### config.mk
export PLATFORM = sky130hd
export DESIGN_NAME = mult4_seq_ctrl
export DESIGN_NICKNAME = d
export VERILOG_FILES = /design/src/rtl/mult4_seq_ctrl_pkg.sv /design/src/rtl/mult4_seq_ctrl.sv
export SDC_FILE = /design/constraint.sdc
export NUM_CORES = 1
export LEC_CHECK = 0
export CORE_MARGIN = 4
export CORE_UTILIZATION = 27
export DETAILED_ROUTE_END_ITERATION = 16
export HOLD_SLACK_MARGIN = 0.1
export PLACE_DENSITY = 0.61
export REMOVE_ABC_BUFFERS = 1
export SLEW_MARGIN = 20
export SYNTH_ARGS = -nofsm -noshare
export SYNTH_HDL_FRONTEND = slang
export SYNTH_SLANG_ARGS = --single-unit
### constraint.sdc
create_clock -name clk -period 1.3 [get_ports clk]
set_input_delay 0.26 -clock clk [delete_from_list [all_inputs] [get_ports clk]]
set_output_delay 0.26 -clock clk [all_outputs]
set_load 0.02 [all_outputs]
### src/rtl/mult4_seq_ctrl_pkg.sv
// Shared constants for the shift-add multiplier controller and the 4-bit ALU it drives.
package mult4_seq_ctrl_pkg;

  localparam int WIDTH = 4;

  localparam logic [1:0] OP_AND = 2'b00;
  localparam logic [1:0] OP_OR  = 2'b01;
  localparam logic [1:0] OP_ADD = 2'b10;
  localparam logic [1:0] OP_SLT = 2'b11;

  typedef enum logic [1:0] {
    IDLE = 2'd0,
    CALC = 2'd1,
    DONE = 2'd2
  } stateT;

endpackage

### src/rtl/mult4_seq_ctrl.sv
// Sequential 4x4 -> 8-bit unsigned shift-add multiplier controller; borrows the external ALU as its adder.
module mult4_seq_ctrl
  import mult4_seq_ctrl_pkg::*;
(
  input  logic               clk,
  input  logic               reset,
  input  logic               Start,
  input  logic [WIDTH-1:0]   Multiplicand,
  input  logic [WIDTH-1:0]   Multiplier,
  output logic               Busy,
  output logic               Done,
  output logic [2*WIDTH-1:0] Product,
  output logic [WIDTH-1:0]   AluA,
  output logic [WIDTH-1:0]   AluB,
  output logic               AluCarryIn,
  output logic               AluBinvert,
  output logic [1:0]         AluOperation,
  input  logic [WIDTH-1:0]   AluResult,
  input  logic               AluCarryOut
);

  stateT                state, stateNext;
  logic [WIDTH-1:0]     mcand, mcandNext;
  // acc = {carry, hi nibble, lo nibble}; lo starts as the multiplier and shifts out as product bits arrive
  logic [2*WIDTH:0]     acc, accNext;
  logic [1:0]           cnt, cntNext;

  // NOTE: sequential state uses non-blocking assignments so every register samples pre-edge values.
  always_ff @(posedge clk or posedge reset) begin
    if (reset) begin
      state <= IDLE;
      mcand <= '0;
      acc   <= '0;
      cnt   <= '0;
    end else begin
      state <= stateNext;
      mcand <= mcandNext;
      acc   <= accNext;
      cnt   <= cntNext;
    end
  end

  // NOTE: every combinational output gets a default first, so no path can infer a latch.
  always_comb begin
    stateNext = state;
    mcandNext = mcand;
    accNext   = acc;
    cntNext   = cnt;
    unique case (state)
      IDLE, DONE: begin
        if (Start) begin
          mcandNext = Multiplicand;
          accNext   = {1'b0, {WIDTH{1'b0}}, Multiplier};
          cntNext   = '0;
          stateNext = CALC;
        end else begin
          stateNext = IDLE;
        end
      end
      CALC: begin
        // ALU carry lands in acc[8] before the shift so a full 15*15 stays exact
        if (acc[0])
          accNext = {AluCarryOut, AluResult, acc[WIDTH-1:0]} >> 1;
        else
          accNext = {1'b0, acc[2*WIDTH-1:WIDTH], acc[WIDTH-1:0]} >> 1;
        cntNext = 2'(cnt + 2'd1);
        if (cnt == 2'd3)
          stateNext = DONE;
      end
      default: stateNext = IDLE;
    endcase
  end

  assign Busy         = (state == CALC);
  assign Done         = (state == DONE);
  assign Product      = acc[2*WIDTH-1:0];

  assign AluA         = acc[2*WIDTH-1:WIDTH];
  assign AluB         = mcand;
  assign AluCarryIn   = 1'b0;
  assign AluBinvert   = 1'b0;
  assign AluOperation = OP_ADD;

endmodule

# Word-level counts from Yosys, hierarchy flattened
# Index checks and enable logic that the tools add are counted.
classes:
  addsub: 1
  multipliers: 0
  div: 0
  n_lt_le_gt_ge: 0
  eq_ne: 5
  shift: 0
  n_mux: 8
  n_bitwise: 0
  n_reduce_logical: 5
op_table:
  columns: ["op", "n"]
  rows:
  - ["8-bit two-way mux", 2]
  - ["8-bit one-hot mux with 2 select lines", 1]
  - ["2-bit one-hot mux with 2 select lines", 2]
  - ["2-bit equality test, second input constant", 2]
  - ["2-bit two-way mux", 2]
  - ["2-bit AND reduction", 2]
  - ["2-bit by 1-bit adder with 2-bit output, second input constant", 1]
  - ["2-bit by 1-bit equality test with 1-bit output, second input constant", 1]
  - ["2-bit logical NOT", 1]
  - ["2-bit by 1-bit inequality test with 1-bit output, second input constant", 1]
  - ["2-bit inequality test, second input constant", 1]
  - ["2-bit nonzero test", 1]
  - ["2-bit OR reduction", 1]
  - ["1-bit two-way mux", 1]
word_totals:
  reg_bits: 16
  latch_bits: 0
  ram_bits: 0
  rom_bits: 0
  input_bits: 16
  out_inout_bits: 22
  word_cells: 23
  n_memories: 0

# Depth between registers and ports, before layout
logic_depth:
  word_depth: 4
  mapped_depth: 4

# Worst setup path after synthesis
# No wires, ideal clock.
synth_path:
  path_type: "reg-to-reg"
  startpoint: "reg state[1]"
  endpoint: "reg acc[7]"
  t_arrival_ns: 0.931
  setup_slack_ns: 0.247
  stages_incl_launch_ff: 5
  path_buffers: 0
  synth_period_minus_slack_ns: 1.053
  cell_sequence: "dfrtp_1 nand2b_2 inv_4 nor2_4 a32o_1"
synth_lines:
  columns: ["element", "line", "text"]
  rows:
  - ["from (decl)", "mult4_seq_ctrl.sv:22", "stateT state, stateNext;"]
  - ["from (signal assigned)", "mult4_seq_ctrl.sv:36", "state <= stateNext;"]
  - ["2-bit by 1-bit equality test with 1-bit output (*)", null, null]
  - ["via Busy", "mult4_seq_ctrl.sv:10", "output logic Busy,"]
  - ["2-bit nonzero test (no source line)", null, null]
  - ["2-bit AND reduction (no source line)", null, null]
  - ["to (signal assigned)", "mult4_seq_ctrl.sv:38", "acc <= accNext;"]
  - ["to (decl)", "mult4_seq_ctrl.sv:25", "logic [2*WIDTH:0] acc, accNext;"]
# The timed path passes the listed nets; every way through them passes the cells marked *.
# A chain may end at the register's enable or synchronous reset.

# Worst setup path in the final report
layout_path:
  startpoint: "reg state[0]"
  endpoint: "out Done"
layout_between:
  elab_chain_len: 1
layout_lines:
  columns: ["element", "line", "text"]
  rows:
  - ["2-bit equality test", "mult4_seq_ctrl.sv:75", "assign Done = (state == DONE);"]
  - ["to (decl)", "mult4_seq_ctrl.sv:11", "output logic Done,"]
# No other way between the ends.

==> results.sh <==
export IMPL_synthArstFlopShare_pct=100
export IMPL_finalSetupViolCount=1
export IMPL_synthToLayoutAreaGrowth_pct=43.8
export IMPL_period_minus_slack_ps=1310
export IMPL_diodes=0
export IMPL_yosysSeqAreaShare_pct=51.4
export IMPL_final_cells=144
export IMPL_cts_buffer_depth=2
export IMPL_initial_core_util_pct=28.3
export IMPL_clk_pin_slew_worst_paths_ps=90
export IMPL_final_layout_size_suffix_gt1_share_pct=21.2
export IMPL_die_x_um=61.7
export IMPL_rsz0062_at_grt="yes"
export IMPL_violations="negative setup slack"
export IMPL_ys_ff_latch=16
export IMPL_drc=0
export IMPL_grt_max_degree=17
export IMPL_placed_cells=141
export IMPL_io_pins=38
export IMPL_synth_area_sq_um=779
export IMPL_fmax_mhz=766
export IMPL_nets=132
export IMPL_cts_tree="yes"
export IMPL_pwr_share_seq_pct=32.9
export IMPL_path_cells="and2b_1, buf_6"
export IMPL_status="finished with violations"
export IMPL_dpl_instance_area_sq_mm=0.00113
export IMPL_routabilityCongestion=0.686
export IMPL_startpoint="state[0]"
export IMPL_grt_overflow=0
export IMPL_power_density_mw_per_mm2=2430
export IMPL_critPathMaxStageDelay_ps=420
export IMPL_synth_cell_type_count=23
export IMPL_rows=19
export IMPL_path_max_fanout=3
export IMPL_dr_total_vias=629
export IMPL_ctsHoldBuffers=0
export IMPL_power_switching_mw=1.18
export IMPL_synthCells=79
export IMPL_cp_top_family="flip-flops"
export IMPL_intPower_mw=1.55
export IMPL_grt_first_pass_wirelength_mm=2.64
export IMPL_pre_cts_slack_ps=-169
export IMPL_yosys_top_cells_count="nand2_1, dfrtp_1, buf_4"
export IMPL_yosys_warnings=0
export IMPL_cts_sinks=16
export IMPL_min_path_type="input port to asynchronous set/reset pin"
export IMPL_final_max_slew_viol_count=0
export IMPL_firstDrtPassIters=4
export IMPL_synth_area_leaders="dfrtp_1, buf_4, nand2_1"
export IMPL_path_class="flop to output port"
export IMPL_synth_flop_cell="dfrtp_1"
export IMPL_critPathBufInv=1
export IMPL_endpoint_kind="output port"
export IMPL_synth_top_area_cell="dfrtp_1"
export IMPL_syn_area_per_cell_sq_um=9.87
export IMPL_fp_dieH_um=61.7
export IMPL_clkLatencyLatePin_ps=280
export IMPL_cts_root_buf="clkbuf_4"
export IMPL_port_buffers=33
export IMPL_worstPathRequired_ps=1040
export IMPL_antenna_found_initial=0
export IMPL_initialDrtViolationCount=12
export IMPL_startpoint_type="flop"
export IMPL_ant_nets=0
export IMPL_wl_mm=1.67
export IMPL_htreeDepth=1
export IMPL_cp_slowest_cell="dfrtp_1"
export IMPL_cp_arrival_ps=1050
export IMPL_dp_hpwl_mm=1.29
export IMPL_wl_per_cell_um=11.6
export IMPL_pwr_share_clk_pct=9.0
export IMPL_first_global_vias=632
export IMPL_hold_viol=0
export IMPL_synth_edff_count=0
export IMPL_combPwrFrac_pct=58.1
export IMPL_power_leakage_nw=0.550
export IMPL_final_area_sq_mm=0.00112
export IMPL_dieArea_sq_mm=0.00381
export IMPL_setup_slack_ps=-5.20
export IMPL_synth_most_common_cell="nand2_1"
export IMPL_vdd_drop_max_mv=1.49
export IMPL_r2r_start="state[0]"
export IMPL_cts_buffers=3
export IMPL_period_share_pct=100
export IMPL_finalClockSkew_ps=5.41
export IMPL_grtUsageTotal_pct=9.31
export IMPL_power_mw=2.73
export IMPL_yosys_area_top_type_share_pct=51.4
export IMPL_core_area_sq_mm=0.00276
export IMPL_viasPerCell=4.37
export IMPL_drv_cap=0
export IMPL_power_share_switching_pct=43.2
[path summary, 6_finish.rpt]
kind,depth (start not counted),slack [ps],end
worst max register to register,5,80,acc[7]
worst min-delay path,3,280,AluB[0]
worst min register to register,2,470,AluB[3]
worst max-delay path,2,-5,Done
max in group asynchronous,3,840,acc[4]
min in group clk,2,470,AluB[3]
[worst register-to-register path, stage by stage (launching register included)]
cell	delay, ps
dfrtp_1	420
buf_4	150
nor2b_1	140
buf_4	160
nor2_4	50
a32o_1	190
[registers in the layout, indices dropped and copies added (netlist names)]
register  cells
acc           8
cnt           2
AluB          4
state         2
[metrics by stage]
| stage | utilization [%] | setup TNS, ps | hold WS [ps] |
|---|---|---|---|
| CTS | 41.0 | -19.6 | 282 |
| floorplan | - | 0 | 174 |
| detailed placement | 40.9 | -1130 | 466 |
| finish | 40.7 | -5.20 | 275 |
| global placement | 40.9 | -945 | 457 |
| global route | 40.7 | -61.3 | 301 |
[power by group through the flow]
| stage | clock network, mW | logic [mW] | registers [mW] |
|---|---|---|---|
| global placement | 0 | 1.73 | 0.898 |
| floorplan | 0 | 0.601 | 1.20 |
| CTS | 0.263 | 1.59 | 0.892 |
| detailed placement | 0 | 1.75 | 0.909 |
| global route | 0.291 | 1.73 | 0.942 |
| finish | 0.247 | 1.58 | 0.898 |
[layout by cell type (no fill, tap or decap)]
cell / instances
nand2_1: 20
buf_6: 2
clkbuf_4: 3
buf_4: 8
a32o_1: 1
clkdlybuf4s15_1: 5
o21ai_1: 2
a22o_1: 1
a211oi_1: 1
a31oi_1: 4
ha_1: 1
conb_1: 4
mux2i_1: 3
nand3_1: 1
clkdlybuf4s50_1: 15
nor2_1: 3
and2_1: 1
clkbuf_2: 7
inv_1: 1
nor2_4: 1
nand2b_4: 1
and2b_1: 1
dlygate4sd2_1: 4
inv_4: 1
nand2b_2: 1
dfrtp_1: 16
o2bb2ai_1: 3
nor2b_1: 2
[metal layers]
metal  part of all wire [%]  GRT usage, %  vias to the layer above
met3                     10          4.75                        0
met4                      0         0.909                        0
met1                     44          11.7                      287
met5                      0             0                        -
met2                     46          14.9                       25
li1                       -             -                      317
[area by class of cell]
type	instances	area, sq um
multi-input cells	51	297
repair buffers	41	353
fillers	298	1640
inverters	2	10.0
well taps	31	38.8
flip-flops and latches	16	400
clock buffers	3	22.5
[repair_timing]
| item | in CTS | in global routing |
|---|---|---|
| buffers inserted | 0 | 0 |
| endpoints found under the hold margin | 0 | 0 |
| endpoints found under the setup margin | 18 | 14 |
| gates resized for setup | 27 | 22 |
| pin swaps | 0 | 0 |
[kinds of logic after synthesis]
kind of cell | after synthesis | synth area share [%]
compound gates | 12 | 11.2
fa+ha+maj | 1 | 1.60
buf+inv | 14 | 12.5
flops | 16 | 51.4
mux | 3 | 3.85
other cells | 2 | 0.963
simple gates | 31 | 18.5
(Power assumes the default switching activity.)
==> edit, RTL diff (config.mk and constraints unchanged) <==
The package constant `WIDTH` goes from 4 to 6.
--- a/src/rtl/mult4_seq_ctrl_pkg.sv
+++ b/src/rtl/mult4_seq_ctrl_pkg.sv
@@ -1,7 +1,7 @@
 // Shared constants for the shift-add multiplier controller and the 4-bit ALU it drives.
 package mult4_seq_ctrl_pkg;
 
-  localparam int WIDTH = 4;
+  localparam int WIDTH = 6;
 
   localparam logic [1:0] OP_AND = 2'b00;
   localparam logic [1:0] OP_OR  = 2'b01;
Interface: changed (6 resized); port bits go from 38 to 52. No check against the original RTL was run, so the function may have changed too.
==> edit against the original RTL <==
The flow still finishes with violations (setup timing). Clock power is 98% higher. Count of clock-buffer cells in the layout increased by 1. Sequential cell count is 6 higher. Worst setup slack got worse by 0.0088 ns. Power increased by 55%. Area after synthesis is 42% higher. Routed wire length grew 61%. Final area increased by 48%. Via count rose by 39%. First-iteration DRC count increased by 100%. Cell count up 40%. Die area up 36%. Highest routed layer is now met4.
==> edit: results (changes against the original RTL) <==
metric;value;unit;change
status;finished, violations left;;
violations;setup timing;;
finalWorstSetupSlack;-0.0140;ns;-0.00880 ns
clockRootBuffer;clkbuf_8;;
placement.cell_area;1620;µm²;+43%
hpwl;2060;µm;+60%
globalplace.congestion;0.710;;+3.5%
clk_latency;0.26;ns;-0.02 ns
largest_reg_flops;12;;+4
setup_viol;1;;unchanged
yosysSeqAreaShare;49.7;%;-1.6 points
num_vias;875;;+39%
grt_max_degree;23;;+6
nets;175;;+33%
synth_common_cells;dfrtp_1, nand2_1, buf_4;;
clockBufferDepth;2;;unchanged
portBuffers;47;;+42%
p_leak;0.781;nW;+42%
drt_iter0_markers;24;;+12
period_share;101;%;+0.68 points
synth_area_leaders;dfrtp_1, buf_4, nand2_1;;
grt_pass1_wl;4640;µm;+75%
drive_gt1_share;23.2;%;+1.9 points
grt_usage;11.3;%;+2.0 points
synth_compound_area_share;10.6;%;-0.61 points
synthAdderAreaFrac;1.13;%;-0.48 points
fin_skew;0.00288;ns;-0.00254 ns
synthMuxAreaShare;4.52;%;+0.67 points
wl;2690;µm;+61%
max-vdd-ir-drop;0.00128;V;-14%
grt_pass1_vias;951;;+50%
ys_types;31;;+35%
-- edit: path summary, 6_finish.rpt --
check                      cells past startpoint      end  slack (ns)      from
hold reg to reg                                2  AluB[5]        0.47   AluB[5]
setup reg to reg                               4  acc[11]        0.02  state[0]
min in group clk                               2  AluB[5]        0.47   AluB[5]
setup / recovery                               2     Done       -0.01  state[0]
hold / removal                                 3  AluB[4]        0.34     reset
max in group asynchronous                      3   acc[0]        0.74     reset
-- edit: where the power goes --
group,switching [mW],internal [mW]
clock network,0.220,0.270
logic,1.39,1.11
registers,0.225,1.01
total,1.83,2.40
-- edit: final cells by class --
class                      count  area (µm²)
fill                         393        2320
tap                           50        62.6
clock buffer                   4        55.1
inverter                       2        20.0
sequential                    22         551
timing repair buffer          59         534
multi-input combinational     64         433
-- edit: per-layer routing --
metal	global-route usage, %	wire, µm	up-vias	part of all wire [%]
li1	-	-	433	-
met1	14.9	1150	399	43
met3	4.71	290	2	11
met5	0	0	-	0
met2	17.3	1240	41	46
met4	2.51	14	0	0.52
-- edit: cells by family after synthesis --
| family | after synthesis |
|---|---|
| fa+ha+maj | 1 |
| buf+inv | 17 |
| flops | 22 |
| simple gates | 38 |
| other cells | 2 |
| compound gates | 16 |
| mux | 5 |
-- edit: per-stage QoR --
step	cells	worst slack, ns	power [mW]	setup TNS [ns]
2_1_floorplan	88	-0.0650	2.65	-0.166
3_3_place_gp	196	-0.271	3.90	-2.51
3_5_place_dp	196	-0.281	3.96	-3.00
4_1_cts	200	-0.0307	4.22	-0.0449
5_1_grt	201	-0.0653	4.56	-0.183
6_report	201	-0.0140	4.23	-0.0140
-- edit: what timing repair did --
action,in CTS,in global routing
setup endpoints to repair,29,24
buffers inserted,0,1
pin swaps,0,1
endpoints found under the hold margin,0,0
hold buffers,0,0
gates resized for setup,36,22
-- edit: tightest hold or removal path: cells and delay by family --
kind | cells | cell delay, ns
buf+inv | 3 | 0.73
